$ cat config.mk
export PLATFORM = sky130hd
export DESIGN_NAME = multiword_cu_flat
export DESIGN_NICKNAME = d
export VERILOG_FILES = /design/src/rtl/multiword_cu_if.sv /design/src/rtl/multiword_cu.sv /design/src/flat_wrapper.sv
export SDC_FILE = /design/constraint.sdc
export NUM_CORES = 1
export LEC_CHECK = 0
export BUFFER_PORTS_ARGS = -buffer_cell sky130_fd_sc_hd__buf_2
export CAP_MARGIN = 20
export CORE_AREA = 2 2 39 41
export CTS_CLUSTER_DIAMETER = 150
export DETAILED_ROUTE_END_ITERATION = 12
export DIE_AREA = 0 0 41 43
export PLACE_DENSITY_LB_ADDON = 0.2
export SYNTH_ARGS = -nofsm -noshare
export SYNTH_HDL_FRONTEND = slang
export SYNTH_SLANG_ARGS = --single-unit
$ cat constraint.sdc
create_clock -name clk -period 6.8 [get_ports clk]
set_clock_uncertainty 0.2 [all_clocks]
set_input_delay 1.7 -clock clk [delete_from_list [all_inputs] [get_ports clk]]
set_output_delay 1.7 -clock clk [all_outputs]
set_load 0.02 [all_outputs]
$ cat src/rtl/multiword_cu_if.sv
// Decode-stage <-> multi-word sequencer bundle.
// master: decode/memory side driving the instruction and back-pressure.
// slave : the sequencer producing beat offsets and PC/stall control.
interface multiword_cu_if #(
   parameter int OP_W  = 6,
   parameter int RD_W  = 4,
   parameter int OFF_W = 2
);
   logic             valid;
   logic [OP_W-1:0]  op_code;
   logic [RD_W-1:0]  rd;
   logic             mem_ready;
   logic             flush;
   logic             mem_en;
   logic [OFF_W-1:0] rd_off;
   logic [OFF_W-1:0] imm_off;
   logic             add_rd;
   logic             add_imm;
   logic             add_pc;
   logic             last_beat;
   logic             turn_off;
   logic             busy;

   modport master (
      output valid, op_code, rd, mem_ready, flush,
      input  mem_en, rd_off, imm_off, add_rd, add_imm, add_pc, last_beat, turn_off, busy
   );

   modport slave (
      input  valid, op_code, rd, mem_ready, flush,
      output mem_en, rd_off, imm_off, add_rd, add_imm, add_pc, last_beat, turn_off, busy
   );
endinterface

$ cat src/rtl/multiword_cu.sv
// Multi-word load/store beat sequencer for the decode stage.
// Holds a double/quad-word instruction in decode while its beats issue,
// supplying per-beat register and immediate word offsets.
// Optional: MULTIWORD_CU_QUAD_EN enables 4-beat quad-word opcodes; without it
// quad opcodes decode as ordinary single-beat instructions.
module multiword_cu #(
   parameter int OP_W          = 6,
   parameter int RD_W          = 4,
   parameter int CMP_W         = 4,
   parameter int DBL_CODE      = 8,
   parameter int DBL_CODE_ALT  = 9,
   parameter int QUAD_CODE     = 10,
   parameter int QUAD_CODE_ALT = 11,
   parameter int OFF_W         = 2
) (
   input  logic            clk,
   input  logic            rst_n,
   multiword_cu_if.slave   bus
);
   // nbeats must hold the value 4, one bit wider than the beat index
   localparam int NB_W = OFF_W + 1;
   localparam logic [CMP_W-1:0] DBL_C   = CMP_W'(DBL_CODE);
   localparam logic [CMP_W-1:0] DBL_A_C = CMP_W'(DBL_CODE_ALT);
   localparam logic [CMP_W-1:0] QUD_C   = CMP_W'(QUAD_CODE);
   localparam logic [CMP_W-1:0] QUD_A_C = CMP_W'(QUAD_CODE_ALT);
`ifdef MULTIWORD_CU_QUAD_EN
   localparam logic QUAD_EN = 1'b1;
`else
   localparam logic QUAD_EN = 1'b0;
`endif

   typedef enum logic {IDLE, SEQ} state_t;

   state_t            state_q, state_d;
   logic [OFF_W-1:0]  cnt_q, cnt_d;
   logic [NB_W-1:0]   nbeats_q, nbeats_d;

   logic [CMP_W-1:0]  opc;
   logic              is_dbl, is_quad, aligned, seq_last;
   logic [NB_W-1:0]   n_dec;

   logic              mem_en, add_rd, add_imm, add_pc, last_beat, turn_off, busy;
   logic [OFF_W-1:0]  rd_off, imm_off;

   assign opc = bus.op_code[CMP_W-1:0];

   // Classify the opcode into 1/2/4 beats and check base-register alignment
   always_comb begin
      is_dbl  = (opc == DBL_C) || (opc == DBL_A_C);
      is_quad = QUAD_EN && ((opc == QUD_C) || (opc == QUD_A_C));
      n_dec   = is_quad ? NB_W'(4) : (is_dbl ? NB_W'(2) : NB_W'(1));
      aligned = is_quad ? (bus.rd[1:0] == 2'b00) : (is_dbl ? !bus.rd[0] : 1'b1);
   end

   // The latched beat count, not the (held) opcode, defines the final beat
   assign seq_last = ({1'b0, cnt_q} == (nbeats_q - NB_W'(1)));

   // Next-state and beat outputs; flush overrides everything including mem_ready
   always_comb begin
      state_d   = state_q;
      cnt_d     = cnt_q;
      nbeats_d  = nbeats_q;
      mem_en    = 1'b0;
      rd_off    = '0;
      imm_off   = '0;
      add_rd    = 1'b0;
      add_imm   = 1'b0;
      add_pc    = 1'b0;
      last_beat = 1'b0;
      turn_off  = 1'b0;
      busy      = 1'b0;
      if (bus.flush) begin
         add_pc  = 1'b1;
         state_d = IDLE;
         cnt_d   = '0;
      end else begin
         case (state_q)
            IDLE: begin
               if (!bus.valid) begin
                  add_pc = 1'b1;
               end else if (n_dec == NB_W'(1)) begin
                  mem_en    = 1'b1;
                  last_beat = 1'b1;
                  add_pc    = bus.mem_ready;
               end else if (!aligned) begin
                  turn_off = 1'b1;
                  add_pc   = 1'b1;
               end else begin
                  // beat 0 re-presents until memory takes it
                  mem_en = 1'b1;
                  if (bus.mem_ready) begin
                     nbeats_d = n_dec;
                     cnt_d    = OFF_W'(1);
                     state_d  = SEQ;
                  end
               end
            end
            SEQ: begin
               busy      = 1'b1;
               mem_en    = 1'b1;
               rd_off    = cnt_q;
               imm_off   = cnt_q;
               add_rd    = 1'b1;
               add_imm   = 1'b1;
               last_beat = seq_last;
               add_pc    = seq_last && bus.mem_ready;
               if (bus.mem_ready) begin
                  if (seq_last) begin
                     cnt_d   = '0;
                     state_d = IDLE;
                  end else begin
                     cnt_d = cnt_q + OFF_W'(1);
                  end
               end
            end
            default: begin
               state_d = IDLE;
               cnt_d   = '0;
            end
         endcase
      end
   end

   // Sequencer state; reset abandons any partial instruction
   always_ff @(posedge clk or negedge rst_n) begin
      if (!rst_n) begin
         state_q  <= IDLE;
         cnt_q    <= '0;
         nbeats_q <= '0;
      end else begin
         state_q  <= state_d;
         cnt_q    <= cnt_d;
         nbeats_q <= nbeats_d;
      end
   end

   assign bus.mem_en    = mem_en;
   assign bus.rd_off    = rd_off;
   assign bus.imm_off   = imm_off;
   assign bus.add_rd    = add_rd;
   assign bus.add_imm   = add_imm;
   assign bus.add_pc    = add_pc;
   assign bus.last_beat = last_beat;
   assign bus.turn_off  = turn_off;
   assign bus.busy      = busy;
endmodule

$ cat src/flat_wrapper.sv
// flat-port wrapper written by rule: the top's interface ports become plain ports
module multiword_cu_flat 
#(
   parameter int OP_W          = 6,
   parameter int RD_W          = 4,
   parameter int CMP_W         = 4,
   parameter int DBL_CODE      = 8,
   parameter int DBL_CODE_ALT  = 9,
   parameter int QUAD_CODE     = 10,
   parameter int QUAD_CODE_ALT = 11,
   parameter int OFF_W         = 2
)
  (clk, rst_n, bus_valid, bus_op_code, bus_rd, bus_mem_ready, bus_flush, bus_mem_en, bus_rd_off, bus_imm_off, bus_add_rd, bus_add_imm, bus_add_pc, bus_last_beat, bus_turn_off, bus_busy);
  multiword_cu_if #(.OP_W(OP_W), .RD_W(RD_W), .OFF_W(OFF_W)) bus_i ();
  input  logic clk;
  input  logic rst_n;
  input wire logic [$bits(bus_i.valid)-1:0] bus_valid;
  input wire logic [$bits(bus_i.op_code)-1:0] bus_op_code;
  input wire logic [$bits(bus_i.rd)-1:0] bus_rd;
  input wire logic [$bits(bus_i.mem_ready)-1:0] bus_mem_ready;
  input wire logic [$bits(bus_i.flush)-1:0] bus_flush;
  output wire logic [$bits(bus_i.mem_en)-1:0] bus_mem_en;
  output wire logic [$bits(bus_i.rd_off)-1:0] bus_rd_off;
  output wire logic [$bits(bus_i.imm_off)-1:0] bus_imm_off;
  output wire logic [$bits(bus_i.add_rd)-1:0] bus_add_rd;
  output wire logic [$bits(bus_i.add_imm)-1:0] bus_add_imm;
  output wire logic [$bits(bus_i.add_pc)-1:0] bus_add_pc;
  output wire logic [$bits(bus_i.last_beat)-1:0] bus_last_beat;
  output wire logic [$bits(bus_i.turn_off)-1:0] bus_turn_off;
  output wire logic [$bits(bus_i.busy)-1:0] bus_busy;
  assign bus_i.valid = bus_valid;
  assign bus_i.op_code = bus_op_code;
  assign bus_i.rd = bus_rd;
  assign bus_i.mem_ready = bus_mem_ready;
  assign bus_i.flush = bus_flush;
  assign bus_mem_en = bus_i.mem_en;
  assign bus_rd_off = bus_i.rd_off;
  assign bus_imm_off = bus_i.imm_off;
  assign bus_add_rd = bus_i.add_rd;
  assign bus_add_imm = bus_i.add_imm;
  assign bus_add_pc = bus_i.add_pc;
  assign bus_last_beat = bus_i.last_beat;
  assign bus_turn_off = bus_i.turn_off;
  assign bus_busy = bus_i.busy;
  multiword_cu #(.OP_W(OP_W), .RD_W(RD_W), .CMP_W(CMP_W), .DBL_CODE(DBL_CODE), .DBL_CODE_ALT(DBL_CODE_ALT), .QUAD_CODE(QUAD_CODE), .QUAD_CODE_ALT(QUAD_CODE_ALT), .OFF_W(OFF_W)) u_core (.clk(clk), .rst_n(rst_n), .bus(bus_i));
endmodule
Yosys cells after proc, flatten, opt, wreduce, memory -nomap -nowiden:

Index checks and enable logic that the tools add are counted.

* register bits: 6
* input port bits: 15
* output and inout bits: 11
* word-level logic and storage cells: 62

* add/sub/neg operators: 2
* equality and inequality tests: 9
* mux-type cells: 40
* bitwise logic cells: 3
* reduce and logical (&&, ||, !) cells: 5

Operators by type and width (count)
* $mux 1: 25
* $mux 2: 10
* $ne 3x3->1 const B: 4
* $eq 4x4->1 const B: 2
* $pmux 1 s2: 4
* $reduce_and 6->1: 1
* $reduce_and 5->1: 1
* $pmux 2 s2: 1
* $eq 2x3->1: 1
* $eq 3x1->1 const B: 1
* $ne 3x2->1 const B: 1
* $not 1->1: 3
* $sub 3x1->3 const B: 1
* $add 2x1->2 const B: 1
* $logic_and 1x1->1: 1
* $logic_not 1->1: 1
* $logic_or 1x1->1: 1

Longest topological paths before layout:

* word-level depth: 8
* mapped depth: 5

Worst setup path before layout:

OpenSTA, ideal clock, no wires.

* path type: input to output
* start: input port bus_flush
* end: output port bus_rd_off[0]
* arrival time: 2.666 ns
* slack: 2.234 ns
* stages on the path: 3
* buffers on the path: 1
* cells stage by stage: nor2b_1 -> and2_1 -> buf_4

* word-level cells in the longest chain between the ends: 1

Ends and longest elaborated chain
* start, declared: line flat_wrapper.sv:21 `input wire logic [$bits(bus_i.flush)-1:0] bus_flush;`
* $mux 2
* end, declared: line flat_wrapper.sv:23 `output wire logic [$bits(bus_i.rd_off)-1:0] bus_rd_off;`

No other way between the ends.

Final worst setup path:

* start: input port bus_op_code[1]
* end: output port bus_add_pc

* word-level cells in the longest chain between the ends: 8

Ends and longest elaborated chain
* start, declared: line flat_wrapper.sv:18 `input wire logic [$bits(bus_i.op_code)-1:0] bus_op_code;`
* $eq 4x4->1: line multiword_cu.sv:49 `is_dbl = (opc == DBL_C) || (opc == DBL_A_C);`
* $logic_or 1x1->1 (*): line multiword_cu.sv:49
* $mux 2 or $mux 1 (tied branches): line multiword_cu.sv:51, multiword_cu.sv:52
* $eq 3x1->1 or $mux 1 (tied branches): line multiword_cu.sv:81, multiword_cu.sv:85
* $mux 1 (*): line multiword_cu.sv:81 `end else if (n_dec == NB_W'(1)) begin`
* $mux 1 (*): line multiword_cu.sv:79 `if (!bus.valid) begin`
* $pmux 1 s2 (*): line multiword_cu.sv:77 `case (state_q)`
* $mux 1 (*): line multiword_cu.sv:72 `if (bus.flush) begin`
* end, declared: line flat_wrapper.sv:27 `output wire logic [$bits(bus_i.add_pc)-1:0] bus_add_pc;`

Mark *: on every way between the ends. The rest lies on a longest branch, timed or not.

==> results.ini <==
[layout]
finish.net_count=83
area_growth_syn_to_layout_pct=24.7
antenna_cells_inserted=0
fillerInstances=140
drive_gt1_share_pct=43.9

[yosys]
post_synthesis_cell_count=47
yosysWarnings=0
synth_area_leader_cell=dfrtp_1
ys_ff_latch=5
netlist_top_cells_area=dfrtp_1 28%, xnor2_2 7.2%, buf_4 6.6%, and2_1 4.2%, nor3b_4 4.2%
library_cells_used_by_synthesis=29
number_of_synthesized_flops_with_an_enable_pin=0
synthesis.area_per_instance_um2=9.61
synth.cell_area_um2=452
synthArstFlopShare_pct=100
ys_dominant_reg_cell=dfrtp_1
sequential_to_total_area_share_from_yosys_stat_pct=27.7
synth_nets=63
netlist.area_leader.share_pct=27.7

[clock_network]
clk_pin_slew_ns=0.04
number_of_buffers_added_by_the_clock_tree_synthesis_step=3
cts_setup_buffers=0
cts.path.max_buffers=2
tritoncts=yes
cts-resized-gates=0
postCtsHoldBufs=0
ctsHtreeMaxLevel=1
clk_latency_ns=0.23
cts_num_sinks=5
clockRootBuffer=clkbuf_4

[power]
power.density_cell_area_nw_per_um2=177
power.ir.vdd_worst_v=0.000135
pleak_uw=0.000271

[job]
maxCapViolCount=0

[drt]
vias=411
drcViolationCount=0
routed_length_per_placed_instance_um=11.2
detail_route.vias_per_cell=5.01
first_iter_violations=2
overall_routed_net_length_um=917
dr.pass1.iters=2
final_antenna_net_count=0

[setup_path]
path_cells=buf_2, nor3b_4, nor3b_1, or4_1, buf_2
reg2regPathDepth=5
crit-reg2reg-launch=u_core.nbeats_q[0]$_DFFE_PN0P_
worst-path-max-fanout=7
worst_path_dominant_cell_family=simple AND/OR/NAND/NOR gates
critical_path_buf_inv_count=2
r2r-end=u_core.cnt_q[0]$_DFFE_PN0P_
slowest_stage=or4_1
setup.worst_path.start_class=primary input
worst-r2r-setup-slack_ns=4.94
critical-path-top-cell-by-count=buf_2
required_time_of_the_critical_path_ns=4.90
timing_worst_setup_path_type=primary input to primary output
worstSetupEndpointType=primary output
timing.critical_path.arrival_ns=2.77
worst_path_largest_cell_delay_ns=0.38

[sta]
post-route-worst-setup-slack_ns=2.13
finalHoldWorstSlack_ns=0.256
worst_pin_slew_ns=0.330
setup_viol_count_final=0
setup_tns_ns=0
timing.final.hold_violations=0
final-max-slew-violation-count=0
timing.fmax_mhz=214
rsz0062_at_grt=false
fin_crit_sh_pct=68.6
finalWorstPathRequiredPeriod_ns=4.67
slew_headroom_pct=77.8

[die]
die_h_um=43
boundaryPins=26
fp-row-count=14
dieWidth_um=41
initial_core_util_pct=32.6
core-area_um2=1380
floorplan.die_area_um2=1760

[global_routing]
grt_max_degree=8
first_pass_grt_wire_length_mm=1.35
grt_antenna_before_repair=0
global_route_total_overflow=0
global_route.usage.total_pct=11.3
number_of_global_route_vias_before_repair=328

[run_status]
status=finished clean

[hold_path]
min_path_type=flop to flop
hold_start=u_core.nbeats_q[1]$_DFFE_PN0P_
whs_path_depth=1
hold_endpoint=u_core.nbeats_q[1]$_DFFE_PN0P_

[placement]
gp_routability_congestion=0.780
count_of_buffers_from_port_buffering=19
hpwl_um=789
detailedPlace.worstSlack_ns=2.13

per-stage QoR:
| stage | area (um2) | cells | power (uW) | util (%) |
|---|---|---|---|---|
| floorplan | 452 | 47 | 59.1 | - |
| global placement | 537 | 78 | 68.0 | 38.8 |
| detailed placement | 537 | 78 | 68.1 | 38.8 |
| CTS | 563 | 82 | 102 | 40.7 |
| global route | 563 | 82 | 106 | 40.7 |
| finish | 563 | 82 | 99.6 | 40.7 |
sequential cells by signal, indices dropped and copies added (netlist names):
register	count
u_core.state_q	1
u_core.cnt_q	2
u_core.nbeats_q	2
worst max-delay path by stage:
stage | from | endpoint | depth (start not counted) | slack [ns]
after CTS | bus_op_code[1] | bus_add_pc | 5 | 2.13
final | bus_op_code[1] | bus_add_pc | 5 | 2.13
after detailed placement | bus_op_code[1] | bus_add_pc | 5 | 2.13
after global placement | bus_op_code[1] | bus_add_pc | 5 | 2.12
after floorplan | bus_flush | bus_rd_off[0] | 3 | 2.23
after global routing | bus_op_code[1] | bus_add_pc | 5 | 2.05
logic make-up (layout without fill, tap and decap cells):
kind of cell | count (synthesis) | count (layout) | share of synthesized area, %
AO/OA/AOI/OAI | 10 | 10 | 18.6
adder cells (fa/ha/maj) | 1 | 1 | 2.77
XOR/XNOR | 2 | 2 | 7.20
buffers and inverters | 7 | 26 | 9.14
AND/OR/NAND/NOR | 22 | 22 | 34.6
flip-flops | 5 | 5 | 27.7
cells in the mapped netlist (2+ instances only):
cell type,n
nor2b_1,2
a21oi_1,2
nor3_1,2
and2_1,3
inv_1,3
dfrtp_1,5
xnor2_2,2
a31oi_1,2
nor2_1,3
buf_4,4
where the power goes:
group / switching, uW / leakage (uW) / internal, uW
clock: 10.0 / 0.0000150 / 22.0
combinational: 17.6 / 0.000191 / 15.0
sequential: 2.53 / 0.0000650 / 32.4
placed cells by master, fill, tap and decap left out, types with 2 or more instances in the layout:
cell type and count:
a21oi_1 2, a31oi_1 2, and2_1 3, buf_2 19, clkbuf_4 3, dfrtp_1 5
inv_1 3, nor2_1 3, nor2b_1 2, nor3_1 2, xnor2_2 2
per-layer routing:
metal / GRT usage, % / part of all wire, % / vias up / routed length [um]
li1: - / - / 215 / -
met1: 16.9 / 48 / 184 / 443
met2: 15.9 / 47 / 12 / 435
met3: 0 / 4.0 / 0 / 37
met4: 6.00 / 0 / 0 / 0
met5: 0 / 0 / - / 0
area by class of cell:
class | count | area (um2) | share of cell area (%)
clock buffers | 4 | 26.3 | 4.67
well taps | 16 | 20.0 | 3.56
inverters | 3 | 11.3 | 2.00
flip-flops and latches | 5 | 125 | 22.2
multi-input cells | 35 | 285 | 50.7
repair buffers | 19 | 95.1 | 16.9
Note: power is estimated with default switching activity, not from simulation.
